### config.mk
export PLATFORM = sky130hd
export DESIGN_NAME = mod_99_express_rx_filter
export DESIGN_NICKNAME = d
export VERILOG_FILES = /design/src/rtl/mod_99_express_rx_filter.sv
export SDC_FILE = /design/constraint.sdc
export NUM_CORES = 1
export LEC_CHECK = 0
export CAP_MARGIN = 20
export CORE_UTILIZATION = 45
export CTS_CLUSTER_SIZE = 28
export DETAILED_ROUTE_END_ITERATION = 10
export PLACE_DENSITY = 0.65
export SYNTH_ARGS = -nofsm -noshare
export SYNTH_HDL_FRONTEND = slang
export SYNTH_SLANG_ARGS = --single-unit
export TNS_END_PERCENT = 20
### constraint.sdc
create_clock -name clk -period 10.6 [get_ports clk]
set_input_delay 2.12 -clock clk [delete_from_list [all_inputs] [get_ports clk]]
set_output_delay 2.12 -clock clk [all_outputs]
set_load 0.02 [all_outputs]
### src/rtl/mod_99_express_rx_filter.sv
`timescale 1ns/1ps
// Clause 99 express receive filter: classifies mPackets by SMD, forwards express
// frames to the eMAC and validates verify/respond mPackets (length + mCRC).
module mod_99_express_rx_filter #(
    parameter int unsigned PREAMBLE_MAX = 7,
    parameter int unsigned VR_LEN       = 64,
    parameter logic [31:0] MCRC_XOR     = 32'h0000FFFF,
    parameter bit          CHECK_VR_CRC = 1'b1,
    parameter int unsigned CNT_W        = 16
) (
    input  logic             clk,
    input  logic             reset_begin,
    input  logic             rx_dv,
    input  logic             rx_byte_valid,
    input  logic [7:0]       rx_data,
    output logic             e_rx_dv,
    output logic             e_rx_byte_valid,
    output logic [7:0]       e_rx_data,
    output logic             rcv_v,
    output logic             rcv_r,
    output logic             smd_err,
    output logic [CNT_W-1:0] express_cnt,
    output logic [CNT_W-1:0] vr_err_cnt
);
    localparam int unsigned    PW    = $clog2(PREAMBLE_MAX + 1);
    localparam int unsigned    BW    = $clog2(VR_LEN + 2);
    localparam logic [PW-1:0]  PMAX  = PW'(PREAMBLE_MAX);
    localparam logic [BW-1:0]  VLEN  = BW'(VR_LEN);
    localparam logic [BW-1:0]  BSAT  = BW'(VR_LEN + 1);

    typedef enum logic [2:0] {
        ST_INIT, ST_IDLE, ST_CHECK, ST_E_DATA, ST_VR, ST_DISCARD
    } state_t;

    state_t         r_state;
    logic [PW-1:0]  r_pre_cnt;
    logic [BW-1:0]  r_byte_cnt;
    logic [31:0]    r_crc;
    logic [31:0]    r_dly;
    logic           r_is_r;

    state_t         w_state;
    logic [PW-1:0]  w_pre_cnt;
    logic [BW-1:0]  w_byte_cnt;
    logic [31:0]    w_crc;
    logic [31:0]    w_dly;
    logic           w_is_r;
    logic           w_fwd;
    logic           w_smd_err;
    logic           w_drop;
    logic           w_vr_pass;

    function automatic logic [31:0] crc_byte(input logic [31:0] c, input logic [7:0] b);
        logic [31:0] v;
        v = c ^ {24'h0, b};
        for (int unsigned i = 0; i < 8; i++)
            v = v[0] ? ((v >> 1) ^ 32'hEDB88320) : (v >> 1);
        return v;
    endfunction

    // Byte processing is resolved combinationally so a byte arriving with the
    // falling rx_dv is absorbed before the end-of-frame decision.
    always_comb begin
        w_state    = r_state;
        w_pre_cnt  = r_pre_cnt;
        w_byte_cnt = r_byte_cnt;
        w_crc      = r_crc;
        w_dly      = r_dly;
        w_is_r     = r_is_r;
        w_fwd      = 1'b0;
        w_smd_err  = 1'b0;
        w_drop     = 1'b0;
        if (rx_byte_valid) begin
            case (r_state)
                ST_CHECK: begin
                    case (rx_data)
                        8'h55: begin
                            if (r_pre_cnt == PMAX) begin
                                w_smd_err = 1'b1;
                                w_drop    = 1'b1;
                                w_state   = ST_DISCARD;
                            end else begin
                                w_fwd     = 1'b1;
                                w_pre_cnt = r_pre_cnt + 1'b1;
                            end
                        end
                        8'hD5: begin
                            w_fwd   = 1'b1;
                            w_state = ST_E_DATA;
                        end
                        8'h07, 8'h19: begin
                            w_drop  = 1'b1;
                            w_is_r  = (rx_data == 8'h19);
                            w_state = ST_VR;
                        end
                        8'hE6, 8'h4C, 8'h7F, 8'hB3, 8'h61, 8'h52, 8'h9E, 8'h2A: begin
                            w_drop  = 1'b1;
                            w_state = ST_DISCARD;
                        end
                        default: begin
                            w_smd_err = 1'b1;
                            w_drop    = 1'b1;
                            w_state   = ST_DISCARD;
                        end
                    endcase
                end
                ST_E_DATA: w_fwd = 1'b1;
                ST_VR: begin
                    if (r_byte_cnt != BSAT)
                        w_byte_cnt = r_byte_cnt + 1'b1;
                    if (r_byte_cnt >= BW'(4))
                        w_crc = crc_byte(r_crc, r_dly[7:0]);
                    w_dly = {rx_data, r_dly[31:8]};
                end
                default: ;
            endcase
        end
        w_vr_pass = (w_byte_cnt == VLEN) &&
                    (!CHECK_VR_CRC || (w_dly == ((~w_crc) ^ MCRC_XOR)));
    end

    always_ff @(posedge clk or posedge reset_begin) begin
        if (reset_begin) begin
            r_state         <= ST_INIT;
            r_pre_cnt       <= '0;
            r_byte_cnt      <= '0;
            r_crc           <= '1;
            r_dly           <= '0;
            r_is_r          <= 1'b0;
            e_rx_dv         <= 1'b0;
            e_rx_byte_valid <= 1'b0;
            e_rx_data       <= '0;
            rcv_v           <= 1'b0;
            rcv_r           <= 1'b0;
            smd_err         <= 1'b0;
            express_cnt     <= '0;
            vr_err_cnt      <= '0;
        end else begin
            r_state         <= w_state;
            r_pre_cnt       <= w_pre_cnt;
            r_byte_cnt      <= w_byte_cnt;
            r_crc           <= w_crc;
            r_dly           <= w_dly;
            r_is_r          <= w_is_r;
            e_rx_byte_valid <= w_fwd;
            smd_err         <= w_smd_err;
            rcv_v           <= 1'b0;
            rcv_r           <= 1'b0;
            if (w_fwd)
                e_rx_data <= rx_data;
            if (w_drop)
                e_rx_dv <= 1'b0;
            case (r_state)
                ST_INIT: begin
                    if (!rx_dv)
                        r_state <= ST_IDLE;
                end
                ST_IDLE: begin
                    r_pre_cnt  <= '0;
                    r_byte_cnt <= '0;
                    r_crc      <= '1;
                    r_dly      <= '0;
                    if (rx_dv) begin
                        r_state <= ST_CHECK;
                        e_rx_dv <= 1'b1;
                    end
                end
                default: begin
                    if (!rx_dv) begin
                        r_state <= ST_IDLE;
                        e_rx_dv <= 1'b0;
                        if (w_state == ST_E_DATA && express_cnt != '1)
                            express_cnt <= express_cnt + 1'b1;
                        if (w_state == ST_VR) begin
                            if (w_vr_pass) begin
                                rcv_v <= !w_is_r;
                                rcv_r <= w_is_r;
                            end else if (vr_err_cnt != '1) begin
                                vr_err_cnt <= vr_err_cnt + 1'b1;
                            end
                        end
                    end
                end
            endcase
        end
    end
endmodule

[Yosys cells after proc, flatten, opt, wreduce, memory -nomap -nowiden]
Index checks and enable logic that the tools add are counted.
Storage, ports and cells
  register bits: 123
  input bits: 12
  output and inout bits: 45
Operators by class
  add/subtract/negate cells: 4
  magnitude comparators: 1
  equal/unequal tests: 25
  multiplexer cells: 57
  bitwise operators: 14
  reductions and logical operators: 13
Operators with widths (number)
  $mux W32: 15
  $not A13 Y14: 8
  $eq A8 B7 Y1 const B: 5
  $mux W3: 11
  $add A16 B1 Y16 const B: 2
  $eq A32 B32 Y1: 1
  $eq A8 B8 Y1 const B: 4
  $ne A16 B16 Y1 const B: 2
  $not A32 Y32: 1
  $xor A32 B8 Y32: 1
  $mux W7: 4
  $mux W1: 21
  $not A16 Y16: 1
  $reduce_or A11 Y1: 1
  $pmux W1 S2: 5
  $eq A3 B2 Y1 const B: 3
  $eq A3 B3 Y1 const B: 3
  $pmux W3 S3: 1
  $eq A8 B3 Y1 const B: 1
  $eq A8 B5 Y1 const B: 1
  $eq A8 B6 Y1 const B: 1
  $add A7 B1 Y7 const B: 1
  $eq A7 B7 Y1 const B: 1
  $ge A7 B3 Y1 const B: 1
  other kinds (13): 19

[Depth between registers and ports, before layout]
Gate-level depths: netlist of the first run.
  word-level depth: 28
  depth in mapped cells: 15
  mapped depth without buffers: 12

[Least setup slack after synthesis of the first run]
No wires, ideal clock.
  kind: input-to-reg
  start: in rx_byte_valid
  end: reg vr_err_cnt[1]
  library setup time: 0.128 ns
  arrival: 4.455 ns
  slack: 6.017 ns
  stages on the path: 12
  path through: nor4bb_1 > clkbuf_1 > buf_2 > mux2i_1 > o2bb2ai_1 > a221oi_1 > a32oi_1 > nor4_1 > a41o_1 > nand3_2 > nand2_1 > mux2_1
Between the ends
  longest elaborated chain between the ends: 7
  elaborated cells between the ends (all ways): 12
  those cells by class: 3 x eq/ne; 4 x mux; 3 x bitwise; 2 x reduce/logical
Ends and longest elaborated chain
  start, declared: line 14  | input logic rx_byte_valid,
  $mux W32: line 73  | if (rx_byte_valid) begin
  $not A32 Y32: line 119  | (!CHECK_VR_CRC || (w_dly == ((~w_crc) ^ MCRC_XOR)));
  $not A16 Y16 (no line)
  $eq A32 B32 Y1: line 119
  $logic_and A1 B1 Y1: line 118  | w_vr_pass = (w_byte_cnt == VLEN) &&
  $not A1 Y1 (no line)
  $reduce_and A5 Y1 (no line) *
  end signal, assigned: line 179  | vr_err_cnt <= vr_err_cnt + 1'b1;
  end, declared: line 23  | output logic [CNT_W-1:0] vr_err_cnt
Every way passes the cells marked *; elsewhere a longest branch is shown, timed or not.
A chain may end at the register's enable or synchronous reset.

[Worst setup path after layout of the first run]
Same ends and word-level chain as after synthesis.

==> results of run 1 <==
==> cell usage after synthesis (3+ instances only) <==
cell       instances  area [um2]
nand3_1           32         160
a32oi_1            3        26.3
buf_1              5        18.8
dfrtp_1           91        2280
nor2_1            63         236
xnor3_1           16         360
mux2i_1           18         180
a31o_2             4        35.0
ha_1               7        87.6
o2111ai_1          4        35.0
nor4b_1            3        26.3
nor4_1            10        62.6
nand2b_1           6        37.5
a21boi_0           3        22.5
or4_1              7        52.6
a22oi_1            3        22.5
nor4bb_1           6        60.1
clkbuf_1          35         131
xor2_1            38         333
nand2_1          109         409
nand4_1           21         131
a221oi_1           3        26.3
buf_2             10        50.1
nor2b_1            4        25.0
and3_1            13        81.3
o211ai_1          30         225
o22ai_1            9        56.3
o2bb2ai_1          3        26.3
dfstp_2           32         841
o21ai_0           17        85.1
a31oi_1            5        31.3
xnor2_1           80         701
nor3_1            16        80.1
mux2_2            10         113
and3b_1            3        26.3
a21oi_1           35         175
inv_1             19        71.3
xnor2_2            6        97.6
and2_1            10        62.6
==> flip-flops by register name (all words and copies together), names as in the netlist <==
name and flops:
e_rx_data 8, r_byte_cnt 7, r_state 3, rcv_v 1, smd_err 1, e_rx_dv 1, rcv_r 1, r_dly 32
r_is_r 1, vr_err_cnt 16, r_crc 32, express_cnt 16, e_rx_byte_valid 1, r_pre_cnt 3
==> cell type report <==
class | instances | area (um2)
inverters | 19 | 73.8
multi-input cells | 650 | 4670
repair buffers | 67 | 643
clock inverters | 14 | 186
clock buffers | 18 | 439
well taps | 225 | 282
fillers | 1555 | 7950
flip-flops and latches | 123 | 3120
==> per-layer routing <==
layer,vias to the layer above,GRT usage [%],share of wire (%)
li1,3077,-,-
met1,3257,35.9,45
met2,298,37.3,44
met3,52,5.72,8.2
met4,2,10.2,2.8
met5,-,2.22,0.23
==> logic make-up after synthesis <==
kind of cell               Yosys count
AOI/OAI and AO/OA                  147
DFF                                123
muxes                               29
xor gates and xnor gates           144
adders and majority gates            7
and+or+nand+nor                    323
buffers and inverters               71
==> worst paths after layout <==
kind | slack (ps) | startpoint | cells after the start | end
worst max-delay path | 5010 | rx_byte_valid | 12 | vr_err_cnt[1]
worst min-delay path | 480 | express_cnt[6] | 1 | express_cnt[6]
worst max register to register | 6480 | r_byte_cnt[3] | 11 | vr_err_cnt[1]
worst min register to register | 480 | express_cnt[6] | 1 | express_cnt[6]
max in group asynchronous | 7100 | reset_begin | 3 | r_dly[1]
min in group asynchronous | 2110 | reset_begin | 2 | express_cnt[11]
==> metrics by stage <==
step / hold slack (ps) / setup WS [ps] / instances
floorplan: 469 / 5260 / 844
global placement: 473 / 4760 / 1084
detailed placement: 482 / 4660 / 1084
CTS: 494 / 5090 / 1116
global route: 508 / 4700 / 1116
finish: 485 / 5010 / 1116
==> layout by cell type (no fill, tap or decap), types with 10 or more instances in the layout <==
| cell | netlist | layout |
|---|---|---|
| nand4_1 | 21 | 21 |
| xor2_1 | 38 | 38 |
| o211ai_1 | 30 | 30 |
| nand2_1 | 109 | 109 |
| mux2i_1 | 18 | 18 |
| dfrtp_1 | 91 | 91 |
| buf_4 | 0 | 11 |
| inv_1 | 19 | 18 |
| xnor2_1 | 80 | 80 |
| nor2_1 | 63 | 63 |
| nor4_1 | 10 | 10 |
| clkdlybuf4s50_1 | 0 | 56 |
| nor3_1 | 16 | 16 |
| and2_1 | 10 | 10 |
| nand3_1 | 32 | 32 |
| dfstp_2 | 32 | 32 |
| a21oi_1 | 35 | 35 |
| mux2_2 | 10 | 10 |
| and3_1 | 13 | 13 |
| xnor3_1 | 16 | 16 |
| clkbuf_16 | 0 | 17 |
| o21ai_0 | 17 | 17 |
==> report_power, final <==
| part | switching (mW) | total (mW) | leakage, nW | internal, mW |
|---|---|---|---|---|
| registers | 0.0288 | 0.531 | 1.57 | 0.502 |
| clock network | 0.238 | 0.620 | 0.300 | 0.381 |
| logic | 0.131 | 0.227 | 2.18 | 0.0954 |
==> results.py, run 1 <==
metrics = {
    "run_status": {
        "status": "complete, no violations",
    },
    "worst_setup_path": {
        "crit_chain": "clkdlybuf4s50_1, nor4bb_4, buf_4, mux2i_1, nor2_1, a2111oi_0, o2bb2ai_1, nand4_1, nor4_1, nand3_2, nand2_1, mux2_1",
        "worstPathRequired_ps": 10910,
        "cp-end-kind": "register",
        "start_kind": "primary input",
        "cp_num_buf_inv": 2,
        "slowest_delay_ps": 560,
        "path_class": "in -> reg",
        "slowest_stage": "clkdlybuf4s50_1",
        "cp_max_fo": 42,
        "path_delay_family": "simple AND/OR/NAND/NOR gates",
        "crit_arrival_ps": 5900,
    },
    "synthesis": {
        "ys_seq_elements": 123,
        "synth-simple-area-share_pct": 20.4,
        "synth-async-reset-ratio_pct": 100,
        "synth_fa_ha_area_share_pct": 1.09,
        "yosysSeqAreaShare_pct": 38.8,
        "avgSynthCellArea_um2": 9.52,
        "syn-num-nets": 863,
        "synth_warnings": 0,
        "synth_edf_count": 0,
        "synthCells": 844,
        "synth_compound_area_share_pct": 12.7,
        "synth_mux_area_share_pct": 3.78,
        "synthesis.area_um2": 8030,
        "synth_top_family_by_area": "simple AND/OR/NAND/NOR gates",
        "synth-xor-area-share_pct": 19.7,
        "synthFlopType": "dfrtp_1",
        "synth.distinct_cells": 76,
    },
    "detailed_routing": {
        "dr.first_iter.drc_count": 719,
        "routed_wl_mm": 22.1,
        "drc": 0,
        "dr_total_vias": 6686,
        "via_per_inst": 5.99,
        "first_pass_iters": 7,
        "avgRoutedWirePerCell_um": 19.8,
        "ant_nets": 0,
    },
    "pwr": {
        "power_leakage_nw": 4.05,
        "vdd_drop_max_v": 0.000116,
        "powerDensity_nw_per_um2": 146,
        "p_total_mw": 1.38,
    },
    "cells_and_area": {
        "num_antenna_cells": 0,
        "fin_util_pct": 54.2,
        "fin_area_um2": 9410,
        "nets": 897,
        "drive_gt1_share_pct": 12.2,
        "synthToLayoutAreaGrowth_pct": 17.1,
    },
    "sta": {
        "slew_headroom_pct": 31.9,
        "tightest_slew_ps": 1010,
        "hold_viol_final": 0,
        "skew_ps": 8.26,
        "period_share_pct": 52.7,
        "setup_viol": 0,
        "setup_tns_ps": 0,
        "rsz0062_at_grt": "false",
        "fin_crit_ps": 5590,
        "timing.final.max_slew_violations": 0,
        "fmax_mhz": 179,
    },
    "global_route": {
        "grt_pass1_wl_mm": 35.3,
        "antenna_found_initial": 0,
        "grt_max_degree": 73,
        "grt_pass1_vias": 6264,
        "track_usage_pct": 25.4,
        "grt.overflow.total": 0,
    },
    "placed_design": {
        "gp_congestion": 0.920,
        "io_buffers": 56,
        "dp_hpwl_mm": 15.1,
        "place_area_um2": 8780,
    },
    "floorplanning": {
        "rows": 48,
        "fp.dieW_um": 136,
        "start_util_pct": 46.3,
        "ios": 57,
        "coreArea_um2": 17400,
        "fp.dieH_um": 136,
        "dieArea_um2": 18400,
    },
    "worst_hold_path": {
        "min_path_type": "reg -> reg",
    },
    "run": {
        "cap_violations": 0,
    },
    "clocking": {
        "root_buffer": "clkbuf_16",
        "cts_resized": 0,
        "hold_buffers": 0,
        "cts_htree_levels": 4,
        "cts_setup_buffers": 0,
        "numCtsBuffers": 17,
        "cts_sinks": 123,
        "clk_latency_ps": 440,
        "cts_tree": "done",
        "cts.clk_slew.worst_paths_ps": 60,
        "clockBufferDepth": 2,
    },
}
No activity file was read; power rests on OpenSTA's default activity.
==> inputs of run 2 (changes only) <==
- PLACE_DENSITY: 0.65 -> 0.67
- clock period: 10.6 -> 5.1 ns (I/O delays scaled with it)
==> results.py, run 2 (synthesized netlist as in run 1, its figures left out) <==
metrics = {
    "clocking": {
        "cts_setup_buffers": 0,
        "cts_htree_levels": 4,
        "numCtsBuffers": 17,
        "clk_latency_ps": 430,
        "hold_buffers": 0,
        "cts_sinks": 123,
        "cts_tree": "done",
        "cts.clk_slew.worst_paths_ps": 60,
        "root_buffer": "clkbuf_16",
        "clockBufferDepth": 2,
        "cts_resized": 0,
    },
    "detailed_routing": {
        "ant_nets": 0,
        "avgRoutedWirePerCell_um": 20.0,
        "dr.first_iter.drc_count": 601,
        "first_pass_iters": 6,
        "routed_wl_mm": 22.5,
        "via_per_inst": 5.91,
        "dr_total_vias": 6641,
        "drc": 0,
    },
    "sta": {
        "tightest_slew_ps": 1010,
        "slew_headroom_pct": 32.4,
        "timing.final.max_slew_violations": 0,
        "rsz0062_at_grt": "false",
        "setup_tns_ps": 0,
        "skew_ps": 10.7,
        "fin_crit_ps": 4270,
        "hold_viol_final": 0,
        "period_share_pct": 83.7,
        "setup_viol": 0,
        "fmax_mhz": 234,
    },
    "worst_setup_path": {
        "cp_max_fo": 42,
        "worstPathRequired_ps": 5410,
        "slowest_stage": "clkdlybuf4s50_1",
        "r2r-start": "r_crc[1]",
        "crit_chain": "clkdlybuf4s50_1, nor4bb_4, buf_12, mux2i_1, nor2_1, a2111oi_0, o2bb2ai_1, nand4_1, nor4_1, nand3_2, nand2_1, mux2_1",
        "slowest_delay_ps": 530,
        "r2r_slack_ps": 880,
        "crit_arrival_ps": 4580,
        "r2r-end": "vr_err_cnt[1]",
        "path_class": "in -> reg",
        "path_delay_family": "simple AND/OR/NAND/NOR gates",
        "cp-end-kind": "register",
        "cp_num_buf_inv": 2,
        "start_kind": "primary input",
        "rr_worst_depth": 10,
    },
    "floorplanning": {
        "rows": 48,
        "fp.dieW_um": 136,
        "start_util_pct": 46.3,
        "ios": 57,
        "dieArea_um2": 18400,
        "fp.dieH_um": 136,
        "coreArea_um2": 17400,
    },
    "global_route": {
        "grt_max_degree": 82,
        "track_usage_pct": 26.1,
        "grt.overflow.total": 0,
        "antenna_found_initial": 0,
        "grt_pass1_wl_mm": 36.3,
        "grt_pass1_vias": 6446,
    },
    "placed_design": {
        "gp_congestion": 0.988,
        "io_buffers": 56,
        "dp_hpwl_mm": 16.0,
    },
    "cells_and_area": {
        "synthToLayoutAreaGrowth_pct": 18.4,
        "nets": 904,
        "register_area_um2": 3120,
        "multi_input_area_um2": 4670,
        "drive_gt1_share_pct": 13.0,
        "fill_cells": 1520,
        "largest_registers": "r_crc: 32 flops, r_dly: 32 flops",
        "final_common_cell": "nand2_1",
        "final_cell_mix": "nand2_1, dfrtp_1, xnor2_1",
        "num_antenna_cells": 0,
    },
    "pwr": {
        "p_comb_share_pct": 16.7,
        "power_leakage_nw": 4.10,
        "p_sw_share_pct": 28.8,
        "clkPwrFrac_pct": 44.5,
        "pwr-share-seq_pct": 38.8,
        "vdd_drop_max_v": 0.000236,
        "internal-power_mw": 2.02,
        "p_total_mw": 2.84,
        "p_sw_mw": 0.818,
        "powerDensity_nw_per_um2": 299,
    },
    "run": {
        "cap_violations": 0,
    },
    "run_status": {
        "status": "complete, no violations",
    },
    "worst_hold_path": {
        "min_to": "express_cnt[3]",
        "min_from": "express_cnt[3]",
        "holdPathStages": 1,
        "min_path_type": "reg -> reg",
    },
}
[run 2: cell types whose count changed in the layout (fill, tap and decap cells not counted), sizes merged]
cell / before / now
clkbuf: 18 / 17
clkinv: 4 / 5
buf: 11 / 18
[run 2: metrics by stage]
stage / utilization [%] / setup WS (ps) / cells / hold WS [ps] / area [um2]
final: 54.8 / 830 / 1123 / 489 / 9510
after global routing: 54.8 / 560 / 1123 / 511 / 9510
after CTS: 54.6 / 851 / 1122 / 494 / 9480
after detailed placement: 51.1 / 428 / 1090 / 483 / 8870
after global placement: 51.1 / 535 / 1090 / 470 / 8870
after floorplan: - / 862 / 844 / 469 / 8030
[run 2: final cells by class]
class	count	share of cell area, %
sequential	123	32.8
clock inverter	15	1.99
tap	225	2.96
timing repair buffer	74	7.92
inverter	19	0.776
multi-input combinational	650	49.1
clock buffer	17	4.47
[run 2: worst max path at each step]
stage                   from               to  cells past startpoint  slack, ps
5_1_grt        rx_byte_valid    vr_err_cnt[1]                     12        560
3_5_place_dp   rx_byte_valid    vr_err_cnt[1]                     12        430
4_1_cts        rx_byte_valid    vr_err_cnt[1]                     12        850
3_3_place_gp   rx_byte_valid    vr_err_cnt[1]                     12        540
2_1_floorplan    reset_begin  e_rx_byte_valid                      1        860
6_report       rx_byte_valid    vr_err_cnt[1]                     12        830
[run 2: layer usage]
metal  up-vias  global-route usage [%]  part of all wire (%)  wire length [um]
li1       3096                       -                     -                 -
met1      3236                    37.0                    45             10000
met2       268                    38.9                    46             10200
met3        41                    5.69                   7.6              1710
met4         0                    9.68                   2.3               506
met5         -                       0                     0                 0
[run 2: power by group through the flow]
stage / clock network (mW) / logic, mW / registers, mW
after detailed placement: 0 / 0.473 / 1.12
after global routing: 1.32 / 0.514 / 1.11
final: 1.26 / 0.474 / 1.10
after global placement: 0 / 0.470 / 1.12
after floorplan: 0 / 0.202 / 1.18
after CTS: 1.28 / 0.476 / 1.10
==> inputs of run 3 (changes only) <==
- PLACE_DENSITY: 0.67 -> 0.65
- clock period: 5.1 -> 4.3 ns (I/O delays scaled with it)
==> results.py, run 3 (synthesized netlist as in run 1, its figures left out) <==
metrics = {
    "clocking": {
        "cts_htree_levels": 4,
        "cts_resized": 0,
        "hold_buffers": 0,
        "numCtsBuffers": 17,
        "root_buffer": "clkbuf_16",
        "cts_tree": "done",
        "clk_latency_ps": 420,
        "cts.clk_slew.worst_paths_ps": 70,
        "cts_sinks": 123,
        "cts_setup_buffers": 0,
        "clockBufferDepth": 2,
    },
    "cells_and_area": {
        "synthToLayoutAreaGrowth_pct": 21.2,
        "largest_registers": "r_crc: 32 flops, r_dly: 32 flops",
        "register_area_um2": 3120,
        "nets": 937,
        "num_antenna_cells": 0,
        "fin_area_um2": 9740,
        "drive_gt1_share_pct": 16.0,
        "multi_input_area_um2": 4670,
        "fill_cells": 1527,
        "fin_util_pct": 56.1,
        "final_common_cell": "nand2_1",
        "final_cell_mix": "nand2_1, dfrtp_1, xnor2_1",
    },
    "detailed_routing": {
        "routed_wl_mm": 22.8,
        "drc": 0,
        "avgRoutedWirePerCell_um": 19.8,
        "via_per_inst": 5.89,
        "dr_total_vias": 6809,
        "first_pass_iters": 6,
        "ant_nets": 0,
        "dr.first_iter.drc_count": 789,
    },
    "global_route": {
        "grt_pass1_vias": 6654,
        "grt.overflow.total": 0,
        "grt_max_degree": 70,
        "grt_pass1_wl_mm": 36.6,
        "antenna_found_initial": 0,
        "track_usage_pct": 26.4,
    },
    "floorplanning": {
        "coreArea_um2": 17400,
        "fp.dieW_um": 136,
        "fp.dieH_um": 136,
        "ios": 57,
        "start_util_pct": 46.3,
        "rows": 48,
        "dieArea_um2": 18400,
    },
    "sta": {
        "slew_headroom_pct": 30.8,
        "fmax_mhz": 254,
        "hold_slack_ps": 486,
        "fin_crit_ps": 3940,
        "timing.final.max_slew_violations": 0,
        "tightest_slew_ps": 1030,
        "setup_ws_ps": 357,
        "setup_viol": 0,
        "skew_ps": 13.4,
        "rsz0062_at_grt": "false",
        "period_share_pct": 91.7,
        "hold_viol_final": 0,
    },
    "run_status": {
        "status": "complete, no violations",
    },
    "placed_design": {
        "gp_congestion": 0.954,
        "place_area_um2": 9120,
        "post-place-ws_ps": -30.3,
        "io_buffers": 56,
        "dp_hpwl_mm": 16.5,
    },
    "worst_setup_path": {
        "start_kind": "register",
        "crit_arrival_ps": 4290,
        "cp-startpoint": "r_crc[0]",
        "worstPathRequired_ps": 4650,
        "cp_max_fo": 7,
        "cp-end-kind": "register",
        "r2r-start": "r_crc[0]",
        "rr_worst_depth": 10,
        "path_class": "reg -> reg",
        "r2r_slack_ps": 360,
    },
    "pwr": {
        "vdd_drop_max_v": 0.000358,
        "powerDensity_nw_per_um2": 350,
        "power_leakage_nw": 4.25,
    },
    "worst_hold_path": {
        "holdPathStages": 1,
        "min_from": "express_cnt[6]",
        "min_path_type": "reg -> reg",
    },
    "run": {
        "cap_violations": 0,
    },
}
-- run 3: final timing paths --
| kind | end |
|---|---|
| max | vr_err_cnt[7] |
| min | express_cnt[6] |
| max reg2reg | vr_err_cnt[7] |
| min reg2reg | express_cnt[6] |
| max in group asynchronous | r_crc[2] |
| min in group asynchronous | e_rx_dv |
-- run 3: layer usage --
metal	GRT usage [%]	routed length, um	vias to the layer above
met2	39.1	10200	305
met1	37.3	10300	3295
met4	11.0	632	0
li1	-	-	3164
met3	5.35	1750	45
met5	0	0	-
-- run 3: power breakdown --
part | switching (mW) | internal (mW) | total, mW
Clock | 0.580 | 0.940 | 1.52
Sequential | 0.0734 | 1.24 | 1.31
Combinational | 0.329 | 0.248 | 0.577
-- run 3: through the flow --
stage	total power, mW	setup TNS [ps]	cells
final	3.41	0	1156
after global routing	3.54	0	1156
after CTS	3.44	0	1156
after detailed placement	1.91	-30.3	1124
after global placement	1.90	0	1124
after floorplan	1.64	0	844
-- run 3: final cells by class --
class                           instances  area share (%)
Clock buffer                           18            4.51
Clock inverter                         14            1.86
Inverter                               19           0.758
Multi-Input combinational cell        650            47.9
Sequential cell                       123            32.0
Tap cell                              225            2.89
Timing Repair Buffer                  107            10.1
-- run 3: worst max-delay path: stages (launching register included) --
cell and delay [ps]:
dfstp_2 390, xnor2_1 820, xnor3_1 630, xor3_2 360, nor3b_1 90, or4_4 540, o31ai_4 340, nand4bb_1 150
nor4_2 280, or4_1 180, xnor2_1 100
